==> config.mk <==
export PLATFORM = sky130hd
export DESIGN_NAME = muldiv_sequencer
export DESIGN_NICKNAME = d
export VERILOG_FILES = /design/src/rtl/muldiv_sequencer.sv
export SDC_FILE = /design/constraint.sdc
export NUM_CORES = 1
export LEC_CHECK = 0
export ABC_AREA = 1
export BUFFER_PORTS_ARGS = -buffer_cell sky130_fd_sc_hd__buf_2
export CELL_PAD_IN_SITES_DETAIL_PLACEMENT = 0
export CELL_PAD_IN_SITES_GLOBAL_PLACEMENT = 2
export CORE_MARGIN = 3
export CORE_UTILIZATION = 35
export DETAILED_ROUTE_END_ITERATION = 7
export GPL_ROUTABILITY_DRIVEN = 0
export PLACE_DENSITY = 0.95
export SLEW_MARGIN = 20
export SYNTH_ARGS = -nofsm -noshare
export SYNTH_HDL_FRONTEND = slang
export SYNTH_SLANG_ARGS = --single-unit
==> constraint.sdc <==
create_clock -name Clk -period 4.1 [get_ports Clk]
set_clock_uncertainty 0.2 [all_clocks]
set_input_delay 0.41 -clock Clk [delete_from_list [all_inputs] [get_ports Clk]]
set_output_delay 0.41 -clock Clk [all_outputs]
set_load 0.02 [all_outputs]
==> src/rtl/muldiv_sequencer.sv <==
// HI/LO multi-cycle sequencer: iterative shift-add multiply, restoring divide,
// and single-cycle MTHI/MTLO writes into the HiLo register write port.
//
// state   | meaning
// S_IDLE  | waiting for Start; MTHI/MTLO complete here in one cycle
// S_CALC  | one multiply/divide iteration per cycle, WIDTH cycles
// S_FIX   | sign correction, load HiLoWrite, raise HiLoEn
// S_WRITE | HiLoEn pulse visible; drop Busy and return to idle
module muldiv_sequencer #(
  parameter int WIDTH = 32,
  parameter int CNT_W = 6
) (
  input  logic               Clk,
  input  logic               Rst,
  input  logic               Start,
  input  logic [2:0]         Op,
  input  logic [WIDTH-1:0]   A,
  input  logic [WIDTH-1:0]   B,
  input  logic [2*WIDTH-1:0] HiLoRead,
  output logic [2*WIDTH-1:0] HiLoWrite,
  output logic               HiLoEn,
  output logic               Busy
);

  typedef enum logic [1:0] {
    S_IDLE  = 2'd0,
    S_CALC  = 2'd1,
    S_FIX   = 2'd2,
    S_WRITE = 2'd3
  } state_t;

  state_t r_state;
  state_t w_next;

  logic [CNT_W-1:0]   r_cnt;
  logic [WIDTH-1:0]   r_opa;    // multiplicand, or dividend shifting out MSB-first
  logic [WIDTH-1:0]   r_opb;    // multiplier shifting out LSB-first, or divisor
  logic [2*WIDTH-1:0] r_acc;    // product, or {remainder, quotient}
  logic               r_is_div;
  logic               r_neg_q;  // negate product (mult) or quotient (div)
  logic               r_neg_r;  // negate remainder
  logic               r_div0;
  logic [2*WIDTH-1:0] r_hilo_write;
  logic               r_hilo_en;
  logic               r_busy;

  logic               w_arith_start;
  logic               w_signed;
  logic [WIDTH-1:0]   w_abs_a;
  logic [WIDTH-1:0]   w_abs_b;
  logic [WIDTH:0]     w_mul_sum;
  logic [WIDTH:0]     w_rem_sh;
  logic               w_div_ge;
  logic [WIDTH-1:0]   w_div_diff;
  logic [2*WIDTH-1:0] w_prod;
  logic [WIDTH-1:0]   w_quo;
  logic [WIDTH-1:0]   w_rem;
  logic [2*WIDTH-1:0] w_result;

  assign w_arith_start = Start && !Op[2];
  assign w_signed      = !Op[0];
  assign w_abs_a       = (w_signed && A[WIDTH-1]) ? -A : A;
  assign w_abs_b       = (w_signed && B[WIDTH-1]) ? -B : B;

  // Multiply: add the multiplicand into the upper half when the current
  // multiplier bit is set, then shift the whole accumulator right.
  assign w_mul_sum = {1'b0, r_acc[2*WIDTH-1:WIDTH]} + {1'b0, (r_opb[0] ? r_opa : '0)};

  // Divide: remainder is kept below the divisor, so the difference always fits
  // in WIDTH bits; a zero divisor simply accumulates the dividend unchanged.
  assign w_rem_sh   = {r_acc[2*WIDTH-1:WIDTH], r_opa[WIDTH-1]};
  assign w_div_ge   = (w_rem_sh >= {1'b0, r_opb});
  assign w_div_diff = w_rem_sh[WIDTH-1:0] - r_opb;

  // Divide by zero reports an all-ones quotient regardless of signedness.
  assign w_prod   = r_neg_q ? -r_acc : r_acc;
  assign w_quo    = r_div0 ? '1 : (r_neg_q ? -r_acc[WIDTH-1:0] : r_acc[WIDTH-1:0]);
  assign w_rem    = r_neg_r ? -r_acc[2*WIDTH-1:WIDTH] : r_acc[2*WIDTH-1:WIDTH];
  assign w_result = r_is_div ? {w_rem, w_quo} : w_prod;

  assign HiLoWrite = r_hilo_write;
  assign HiLoEn    = r_hilo_en;
  assign Busy      = r_busy;

  // State register
  always_ff @(posedge Clk or negedge Rst) begin
    if (!Rst) r_state <= S_IDLE;
    else      r_state <= w_next;
  end

  // Next-state decode
  always_comb begin
    w_next = r_state;
    case (r_state)
      S_IDLE:  if (w_arith_start) w_next = S_CALC;
      S_CALC:  if (r_cnt == CNT_W'(WIDTH-1)) w_next = S_FIX;
      S_FIX:   w_next = S_WRITE;
      S_WRITE: w_next = S_IDLE;
      default: w_next = S_IDLE;
    endcase
  end

  // Operand latch, iteration datapath and registered outputs
  always_ff @(posedge Clk or negedge Rst) begin
    if (!Rst) begin
      r_cnt        <= '0;
      r_opa        <= '0;
      r_opb        <= '0;
      r_acc        <= '0;
      r_is_div     <= 1'b0;
      r_neg_q      <= 1'b0;
      r_neg_r      <= 1'b0;
      r_div0       <= 1'b0;
      r_hilo_write <= '0;
      r_hilo_en    <= 1'b0;
      r_busy       <= 1'b0;
    end else begin
      case (r_state)
        S_IDLE: begin
          r_hilo_en <= 1'b0;
          if (w_arith_start) begin
            r_opa    <= w_abs_a;
            r_opb    <= w_abs_b;
            r_acc    <= '0;
            r_cnt    <= '0;
            r_is_div <= Op[1];
            r_neg_q  <= w_signed && (A[WIDTH-1] ^ B[WIDTH-1]);
            r_neg_r  <= w_signed && A[WIDTH-1];
            r_div0   <= Op[1] && (B == '0);
            r_busy   <= 1'b1;
          end else if (Start && Op == 3'b100) begin
            r_hilo_write <= {A, HiLoRead[WIDTH-1:0]};
            r_hilo_en    <= 1'b1;
          end else if (Start && Op == 3'b101) begin
            r_hilo_write <= {HiLoRead[2*WIDTH-1:WIDTH], A};
            r_hilo_en    <= 1'b1;
          end
        end
        S_CALC: begin
          r_cnt <= r_cnt + CNT_W'(1);
          if (r_is_div) begin
            r_acc <= {(w_div_ge ? w_div_diff : w_rem_sh[WIDTH-1:0]),
                      r_acc[WIDTH-2:0], w_div_ge};
            r_opa <= r_opa << 1;
          end else begin
            r_acc <= {w_mul_sum, r_acc[WIDTH-1:1]};
            r_opb <= r_opb >> 1;
          end
        end
        S_FIX: begin
          r_hilo_write <= w_result;
          r_hilo_en    <= 1'b1;
        end
        S_WRITE: begin
          r_hilo_en <= 1'b0;
          r_busy    <= 1'b0;
        end
        default: ;
      endcase
    end
  end

endmodule
==> results.py, run 1 <==
metrics = {
    "run_status": {
        "outcome": "finished, final reports clean",
    },
    "worst_setup_path": {
        "critPathTopFamily": "buffers and inverters",
        "slowest_delay_ps": 460,
        "reg2reg_depth": 11,
        "crit_buf_inv": 5,
        "worst_ep_arrival_time_ps": 3480,
        "critPathCaptureType": "register",
        "crit_path_cell_trace": "inv_1 -> ha_2 -> nand2_1 -> buf_4 -> inv_1 -> nor2_2 -> buf_4 -> inv_2 -> a21oi_1 -> o21ai_0 -> o21ai_0",
        "path_class": "register to register",
        "cp_slowest_cell": "nor2_2",
        "worst_setup_path_start_kind": "register",
        "r2r_setup_slack_ps": 900,
        "r2r-start": "r_state[1]$_DFFE_PN0P_",
        "critical_path_required_ps": 4380,
        "worstPathMaxFanout": 41,
        "rr_endpoint": "r_opb[15]$_DFFE_PN0P_",
    },
    "power_and_ir_drop": {
        "p_total_w": 0.0198,
        "p_leak_nw": 11.5,
        "peakVddDrop_uv": 490,
        "powerDensity_mw_per_mm2": 894,
    },
    "hold_path": {
        "min_path_cells": 5,
        "holdPathEnd": "HiLoWrite[38]$_DFFE_PN0P_",
        "min_path_type": "primary input to register",
        "hp-start": "HiLoRead[38]",
    },
    "sta": {
        "max_slew_margin_pct": 26.3,
        "period_needed_ps": 3200,
        "max_freq_mhz": 312,
        "finalCritPeriodShare_pct": 78.1,
        "setup_tns_ps": 0,
        "slew_viol_final": 0,
        "rsz0062_at_grt": "false",
        "hold_viol": 0,
        "fin_ws_ps": 899,
        "fin_hold_ws_ps": 19.1,
        "final-setup-viol-count": 0,
        "worst_slew_pin_slew_ps": 1100,
    },
    "synth": {
        "async_flop_share_pct": 100,
        "synthesis.area_mm2": 0.0193,
        "syn_nets": 3428,
        "yosysWarnings": 0,
        "synthCells": 3216,
        "synth.avg_cell_area_um2": 6.00,
        "yosys.area.top_type_share_pct": 26.7,
        "yosys.area.top_type": "dfrtp_1",
        "seq_area_frac_synth_pct": 26.7,
        "ys_types": 51,
        "ys_ff_latch": 206,
        "synth_edf_count": 0,
        "synthTopCellsByArea": "dfrtp_1, nand2_1, inv_1",
        "ys.flop_type": "dfrtp_1",
    },
    "grt": {
        "grt_max_degree": 95,
        "grt_pass1_vias": 20700,
        "grt_pass1_wl_um": 126000,
        "grtUsageTotal_pct": 28.5,
        "gr-total-overflow": 0,
        "antenna_found_initial": 3,
    },
    "detailed_routing": {
        "wire_per_inst_um": 20.8,
        "drt_iter0_drc": 2326,
        "drc": 0,
        "viasPerCell": 5.44,
        "vias": 22300,
        "firstDrtPassIters": 6,
        "finalWirelength_um": 85300,
        "drtAntennaViolNets": 0,
    },
    "cts": {
        "cts_made_buffers": 28,
        "cts_max_level": 1,
        "path_clk_slew_ps": 60,
        "cts_tree": "built",
        "clockRootBuffer": "clkbuf_16",
        "clockBufferDepth": 3,
        "clock_latency_ps": 570,
        "cts_sinks": 206,
    },
    "final_layout": {
        "fin_nets": 3599,
        "area_delta_synth_final_pct": 14.7,
        "drive_above_1_share_pct": 10.1,
        "most-common-layout-cells": "nand2_1, inv_1, nor2_1",
        "final_common_cell": "nand2_1",
        "final_cells": 4105,
    },
    "placed_design": {
        "dp.cells": 4037,
        "post-place-ws_ps": 986,
        "dp_hpwl_um": 67500,
        "portBuffers": 199,
    },
    "floorplanning": {
        "die_area_mm2": 0.0580,
        "io_pins": 200,
        "die_w_um": 241,
        "rows": 85,
        "start_util_pct": 35.6,
        "core_mm2": 0.0542,
        "die_height_um": 241,
    },
    "job": {
        "drv_cap": 0,
    },
}
[how the worst max path moves through the flow]
stage	start	end	slack, ps	depth (start not counted)
CTS	r_state[1]$_DFFE_PN0P_	r_opb[20]$_DFFE_PN0P_	960	11
global placement	r_opa[31]$_DFFE_PN0P_	r_acc[48]$_DFFE_PN0P_	1020	15
detailed placement	r_state[1]$_DFFE_PN0P_	r_opb[2]$_DFFE_PN0P_	990	11
global route	r_opb[0]$_DFFE_PN0P_	r_acc[61]$_DFFE_PN0P_	640	15
finish	r_state[1]$_DFFE_PN0P_	r_opb[15]$_DFFE_PN0P_	900	11
floorplan	r_opb[0]$_DFFE_PN0P_	r_acc[61]$_DFFE_PN0P_	1410	16
[kinds of logic (layout without fill, tap and decap cells)]
group	after synthesis	count (layout)	synth area share (%)
fa+ha+maj	78	78	5.13
other cells	0	4	0
flops	206	206	26.7
simple gates	1724	1724	36.9
xor+xnor	55	55	2.49
compound gates	620	620	18.1
buf+inv	533	722	10.7
[flip-flops by register name, indices dropped and copies added (netlist names)]
register,count
Busy,1
HiLoEn,1
HiLoWrite,64
r_acc,64
r_cnt,6
r_div0,1
r_is_div,1
r_neg_q,1
r_neg_r,1
r_opa,32
r_opb,32
r_state,2
[report_power, final]
group          leakage (nW)  switching (W)  internal [W]
Combinational          8.52        0.00952       0.00396
Clock                 0.441        0.00102       0.00148
Sequential             2.58       0.000951       0.00289
[cell usage after synthesis (all sizes together) (5+ instances only)]
cell and instances:
a21oi 170, clkbuf 78, nor3 34, o21bai 13, o22ai 34, ha 76, xnor2 5, nand3 267
nand4 34, nand2 1020, nand3b 7, a31oi 13, inv 412, o211ai 45, o221ai 29, xor2 50
nor2 350, dfrtp 206, buf 39, o21ai 299
[routing by layer]
metal | track usage (%) | wire length (um) | part of all wire [%] | up-vias
met5 | 0 | 0 | 0 | -
met4 | 10.3 | 3570 | 4.2 | 0
met3 | 3.99 | 6200 | 7.3 | 160
met2 | 45.9 | 38600 | 45 | 860
met1 | 39.1 | 36900 | 43 | 10500
li1 | - | - | - | 10800
[timing repair]
action	CTS	global route
resized for setup	0	0
hold endpoints to repair	106	0
hold buffers	16	0
buffers inserted	0	0
[through the flow]
stage                     cell area [um2]  utilization, %
after global routing                22100            40.8
after global placement              21100            38.8
after CTS                           22100            40.8
after detailed placement            21100            38.8
final                               22200            40.8
after floorplan                     19300               -
[final cells by class]
class / count / area (um2)
clock buffer: 38 / 800
clock inverter: 10 / 115
tap: 696 / 871
multi-input combinational: 2477 / 12100
inverter: 416 / 1560
fill: 6015 / 32100
sequential: 206 / 5160
antenna: 4 / 10.0
timing repair buffer: 258 / 1510
[worst reg2reg max path, stage by stage, from the launching register on]
cell and delay [ps]:
dfrtp_1 400, inv_1 130, ha_2 220, nand2_1 60, buf_4 350, inv_1 240, nor2_2 460, buf_4 440
inv_2 240, a21oi_1 150, o21ai_0 90, o21ai_0 130
Power figures use the tool's default switching activity.
==> inputs of run 2 (changes only) <==
Settings changed: CORE_UTILIZATION 35 to 32, PLACE_DENSITY 0.95 to 0.89.
Clock period 4.1 ns to 3.2 ns, I/O delays scaled along.
==> results.py, run 2 (synthesized netlist as in run 1, its figures left out) <==
metrics = {
    "worst_setup_path": {
        "cp-startpoint": "r_acc[43]$_DFFE_PN0P_",
        "crit_path_cell_trace": "ha_1 -> nand2_1 -> inv_1 -> a21oi_1 -> o21bai_1 -> inv_1 -> nand2_2 -> nand2_4 -> nand2_8 -> inv_4 -> nand2_1 -> nand3_1 -> nand3_1 -> nand2_1",
        "worst_ep_arrival_time_ps": 3360,
        "critical_path_required_ps": 3530,
        "critPathCaptureType": "register",
        "slowest_delay_ps": 720,
        "path_class": "register to register",
        "worstPathMaxFanout": 44,
        "cp_slowest_cell": "dfrtp_1",
        "worst_setup_path_start_kind": "register",
        "cp_common_cell": "nand2_1",
        "r2r-start": "r_acc[43]$_DFFE_PN0P_",
    },
    "placed_design": {
        "dp.cells": 4149,
        "dp_hpwl_um": 70400,
        "portBuffers": 199,
    },
    "detailed_routing": {
        "drtAntennaViolNets": 0,
        "drt_iter0_drc": 2179,
        "vias": 22600,
        "viasPerCell": 5.28,
        "finalWirelength_um": 88500,
        "drc": 0,
        "wire_per_inst_um": 20.7,
        "firstDrtPassIters": 6,
    },
    "grt": {
        "grt_max_degree": 110,
        "antenna_found_initial": 6,
        "gr-total-overflow": 0,
        "grt_pass1_wl_um": 131000,
        "grt_pass1_vias": 21000,
        "grtUsageTotal_pct": 27.1,
    },
    "final_layout": {
        "final.fill_count": 6659,
        "final_common_cell": "nand2_1",
        "drive_above_1_share_pct": 11.0,
        "fin_nets": 3688,
        "most-common-layout-cells": "nand2_1, inv_1, nor2_1",
        "final_cells": 4276,
        "area_delta_synth_final_pct": 20.4,
    },
    "floorplanning": {
        "io_pins": 200,
        "start_util_pct": 32.5,
        "die_height_um": 252,
        "rows": 89,
        "core_mm2": 0.0594,
        "die_w_um": 252,
        "die_area_mm2": 0.0633,
    },
    "job": {
        "drv_cap": 0,
    },
    "power_and_ir_drop": {
        "p_leak_nw": 12.0,
        "powerDensity_mw_per_mm2": 1130,
        "p_total_w": 0.0262,
        "peakVddDrop_uv": 611,
    },
    "cts": {
        "clockBufferDepth": 3,
        "path_clk_slew_ps": 60,
        "cts_tree": "built",
        "cts_max_level": 1,
        "cts_made_buffers": 29,
        "clockRootBuffer": "clkbuf_16",
        "clock_latency_ps": 590,
        "cts_sinks": 206,
    },
    "hold_path": {
        "min_path_type": "primary input to register",
        "hp-start": "A[29]",
    },
    "sta": {
        "hold_viol": 0,
        "final-setup-viol-count": 0,
        "finalCritPeriodShare_pct": 94.8,
        "period_needed_ps": 3030,
        "max_freq_mhz": 330,
        "worst_slew_pin_slew_ps": 803,
        "rsz0062_at_grt": "false",
        "max_slew_margin_pct": 46.5,
        "setup_tns_ps": 0,
        "slew_viol_final": 0,
    },
    "run_status": {
        "outcome": "finished, final reports clean",
    },
}
[run 2: cell types whose count changed in the layout (fill, tap and decap cells not counted), moves of 2 or more]
cell,before,now
buf_12,2,7
buf_4,41,71
bufinv_16,2,6
clkinv_2,3,6
clkinvlp_4,3,0
dlygate4sd3_1,16,69
inv_6,0,2
[run 2: report_power, final]
part	internal (W)	total, W	switching, W
clock	0.00224	0.00362	0.00138
sequential	0.00371	0.00468	0.000970
combinational	0.00536	0.0179	0.0125
[run 2: metrics by stage]
step	util [%]	hold WS, ps	worst slack [ps]	instance area [um2]
5_1_grt	39.2	32.8	10.7	23200
2_1_floorplan	-	-176	505	19300
4_1_cts	39.1	5.59	147	23200
6_report	39.2	24.3	166	23200
3_5_place_dp	36.2	150	248	21500
3_3_place_gp	36.2	147	282	21500
[run 2: cell type report]
| cell class | instances | area (um2) | area share (%) |
|---|---|---|---|
| Multi-Input combinational cell | 2477 | 12100 | 52.2 |
| Sequential cell | 206 | 5160 | 22.2 |
| Timing Repair Buffer | 346 | 2370 | 10.2 |
| Inverter | 416 | 1560 | 6.73 |
| Tap cell | 773 | 967 | 4.16 |
| Clock buffer | 37 | 796 | 3.42 |
| Clock inverter | 17 | 254 | 1.09 |
| Antenna cell | 4 | 10.0 | 0.0431 |
[run 2: routing by layer]
layer | up-vias | GRT usage, % | share of wire (%)
li1 | 11000 | - | -
met1 | 10600 | 37.5 | 45
met2 | 827 | 43.2 | 45
met3 | 162 | 3.77 | 6.7
met4 | 2 | 9.50 | 3.7
met5 | - | 0 | 0.015
[run 2: worst max-delay path: cells and delay by family (launching register included)]
family                   cells  cell delay [ps]
AO/OA/AOI/OAI                2              330
adder cells (fa/ha/maj)      1              410
buffers and inverters        3              400
flip-flops                   1              720
AND/OR/NAND/NOR              8              910
[run 2: what timing repair did]
item | 4_1_cts | 5_1_grt
endpoints found under the hold margin | 134 | 0
setup endpoints to repair | 0 | 4
gates resized for setup | 0 | 2
setup buffers | 0 | 0
hold buffers | 69 | 0
[run 2: final timing paths]
path | slack (ps) | cells after the start | to
max | 170 | 14 | r_acc[33]$_DFFE_PN0P_
min | 20 | 4 | r_opa[29]$_DFFE_PN0P_
max reg2reg | 170 | 14 | r_acc[33]$_DFFE_PN0P_
min reg2reg | 270 | 2 | HiLoWrite[18]$_DFFE_PN0P_
max in group asynchronous | 1900 | 3 | HiLoWrite[44]$_DFFE_PN0P_
min in group asynchronous | 110 | 2 | r_acc[27]$_DFFE_PN0P_
==> inputs of run 3 (changes only) <==
Settings changed: ABC_AREA 1 to not set, CORE_UTILIZATION 32 to 36, CTS_BUF_LIST set to sky130_fd_sc_hd__clkbuf_4 sky130_fd_sc_hd__clkbuf_8, PLACE_DENSITY 0.89 to 0.91.
==> results.py, run 3 <==
metrics = {
    "run_status": {
        "outcome": "finished with violations",
        "violations": "negative setup slack",
    },
    "synth": {
        "synthTopCellsByArea": "dfrtp_1, a21oi_1, o21ai_0",
        "yosysWarnings": 0,
        "synth_edf_count": 0,
        "yosys.area.top_type_share_pct": 31.0,
        "async_flop_share_pct": 100,
        "seq_area_frac_synth_pct": 31.0,
        "synth.avg_cell_area_um2": 8.00,
        "synth_most_common_cell": "nand2_1",
        "synth_common_cells": "nand2_1, a21oi_1, o21ai_0",
        "ys_types": 69,
        "syn_nets": 2290,
        "yosys.area.top_type": "dfrtp_1",
        "synthCells": 2078,
        "ys_ff_latch": 206,
        "ys.flop_type": "dfrtp_1",
        "synthesis.area_mm2": 0.0166,
    },
    "final_layout": {
        "drive_above_1_share_pct": 27.4,
        "area_delta_synth_final_pct": 34.8,
        "most-common-layout-cells": "nand2_1, buf_4, buf_2",
        "final.fill_count": 4364,
        "seq_area_mm2": 0.00517,
        "final_common_cell": "nand2_1",
        "multi_input_area_mm2": 0.0116,
        "final_cells": 3135,
        "fin_nets": 2722,
    },
    "floorplanning": {
        "core_mm2": 0.0455,
        "die_w_um": 221,
        "die_height_um": 221,
        "die_area_mm2": 0.0488,
        "io_pins": 200,
        "start_util_pct": 36.5,
        "rows": 78,
    },
    "worst_setup_path": {
        "rr_endpoint": "r_acc[62]$_DFFE_PN0P_",
        "r2r_setup_slack_ps": -170,
        "crit_path_cell_trace": "buf_4 -> buf_12 -> bufbuf_16 -> and2_1 -> ha_1 -> buf_4 -> a21o_4 -> a21oi_2 -> o21ai_0 -> nand4_1 -> a21oi_2 -> a41oi_2 -> o41ai_4 -> nor3_2 -> a22o_1",
        "slowest_delay_ps": 470,
        "worstPathMaxFanout": 16,
        "reg2reg_depth": 15,
        "worst_ep_arrival_time_ps": 3700,
        "worst_setup_path_start_kind": "register",
        "path_class": "register to register",
        "critPathCaptureType": "register",
        "cp_slowest_cell": "dfrtp_2",
        "critical_path_required_ps": 3530,
        "r2r-start": "r_opb[0]$_DFFE_PN0P_",
    },
    "sta": {
        "period_needed_ps": 3370,
        "finalCritPeriodShare_pct": 105,
        "worst_slew_pin_slew_ps": 762,
        "rsz0062_at_grt": "true",
        "hold_viol": 0,
        "fin_ws_ps": -167,
        "max_freq_mhz": 297,
        "max_slew_margin_pct": 49.0,
        "final-setup-viol-count": 8,
        "slew_viol_final": 0,
    },
    "detailed_routing": {
        "vias": 17500,
        "drc": 0,
        "finalWirelength_um": 65300,
        "wire_per_inst_um": 20.8,
        "drt_iter0_drc": 1714,
        "firstDrtPassIters": 5,
        "viasPerCell": 5.58,
        "drtAntennaViolNets": 0,
    },
    "cts": {
        "clock_latency_ps": 590,
        "cts_tree": "built",
        "clockRootBuffer": "clkbuf_8",
        "path_clk_slew_ps": 70,
        "cts_sinks": 206,
        "clockBufferDepth": 3,
        "cts_made_buffers": 40,
        "cts_max_level": 2,
    },
    "grt": {
        "grt_pass1_wl_um": 98700,
        "grtUsageTotal_pct": 25.5,
        "antenna_found_initial": 1,
        "gr-total-overflow": 0,
        "grt_max_degree": 98,
        "grt_pass1_vias": 16800,
    },
    "placed_design": {
        "portBuffers": 199,
        "post-place-ws_ps": -153,
        "dp.cells": 2932,
        "dp_hpwl_um": 49300,
    },
    "job": {
        "drv_cap": 0,
    },
    "power_and_ir_drop": {
        "powerDensity_mw_per_mm2": 1120,
        "peakVddDrop_uv": 614,
        "p_leak_nw": 10.1,
    },
    "hold_path": {
        "min_path_type": "primary input to async pin",
    },
}
-- run 3: changes by cell type after synthesis, moves of 70 or more --
cell | previous run | this run
mux2i_1 | 0 | 70
xnor2_1 | 5 | 100
nand2_1 | 1010 | 254
nand3_1 | 265 | 18
o21ai_0 | 286 | 210
nor2_1 | 336 | 157
inv_1 | 405 | 55
-- run 3: stage by stage --
step	cell area (um2)	hold slack, ps	total power [W]	utilization (%)	TNS [ps]
2_1_floorplan	16700	-176	0.0144	-	-29.2
3_3_place_gp	19500	82.7	0.0200	42.8	-190
3_5_place_dp	19500	86.1	0.0202	42.8	-689
4_1_cts	21500	0.0487	0.0236	47.3	-311
5_1_grt	22400	38.9	0.0268	49.3	-2930
6_report	22400	18.8	0.0251	49.3	-733
-- run 3: area by class of cell --
| type | count | area share [%] |
|---|---|---|
| well taps | 600 | 3.35 |
| multi-input cells | 1684 | 51.6 |
| diodes | 1 | 0.0112 |
| flip-flops and latches | 206 | 23.1 |
| inverters | 56 | 0.938 |
| clock buffers | 62 | 3.50 |
| clock inverters | 4 | 0.117 |
| repair buffers | 522 | 17.4 |
-- run 3: power by group --
group	internal [W]	total [W]	switching, W
combinational	0.00737	0.0176	0.0103
sequential	0.00365	0.00466	0.00100
clock	0.00155	0.00277	0.00122
-- run 3: critical path: cells and delay by family (launching register included) --
family / cells / cell delay (ps)
buf+inv: 4 / 730
flops: 1 / 470
fa+ha+maj: 1 / 290
compound gates: 7 / 1040
simple gates: 3 / 580
-- run 3: routing by layer --
metal  share of wire [%]  global-route usage [%]  wire length (um)
met1                  45                    36.2             29600
met2                  43                    38.6             28200
met3                 7.8                    4.86              5100
met4                 3.7                    9.26              2410
met5                   0                       0                 0
-- run 3: logic make-up after synthesis --
logic type | count (synthesis) | synth area share, %
xor gates and xnor gates | 168 | 8.85
buffers and inverters | 188 | 4.27
AOI/OAI and AO/OA | 683 | 24.6
adders and majority gates | 78 | 5.96
and+or+nand+nor | 636 | 17.8
DFF | 206 | 31.0
muxes | 119 | 7.54
-- run 3: how the worst max path moves through the flow --
stage,slack [ps],depth (start not counted),end,startpoint
after global placement,-70,13,r_acc[58]$_DFFE_PN0P_,r_opb[0]$_DFFE_PN0P_
after floorplan,-30,13,r_acc[58]$_DFFE_PN0P_,r_opb[0]$_DFFE_PN0P_
final,-170,15,r_acc[62]$_DFFE_PN0P_,r_opb[0]$_DFFE_PN0P_
after CTS,-90,12,r_acc[60]$_DFFE_PN0P_,r_opb[0]$_DFFE_PN0P_
after global routing,-290,15,r_acc[62]$_DFFE_PN0P_,r_opb[0]$_DFFE_PN0P_
after detailed placement,-150,12,r_acc[58]$_DFFE_PN0P_,r_opb[0]$_DFFE_PN0P_
-- run 3: what timing repair did --
action	CTS	global route
setup endpoints to repair	11	44
hold buffers	89	0
gates resized for setup	40	128
buffers inserted	6	39
pin swaps	17	64
cloned	2	2
endpoints found under the hold margin	288	0
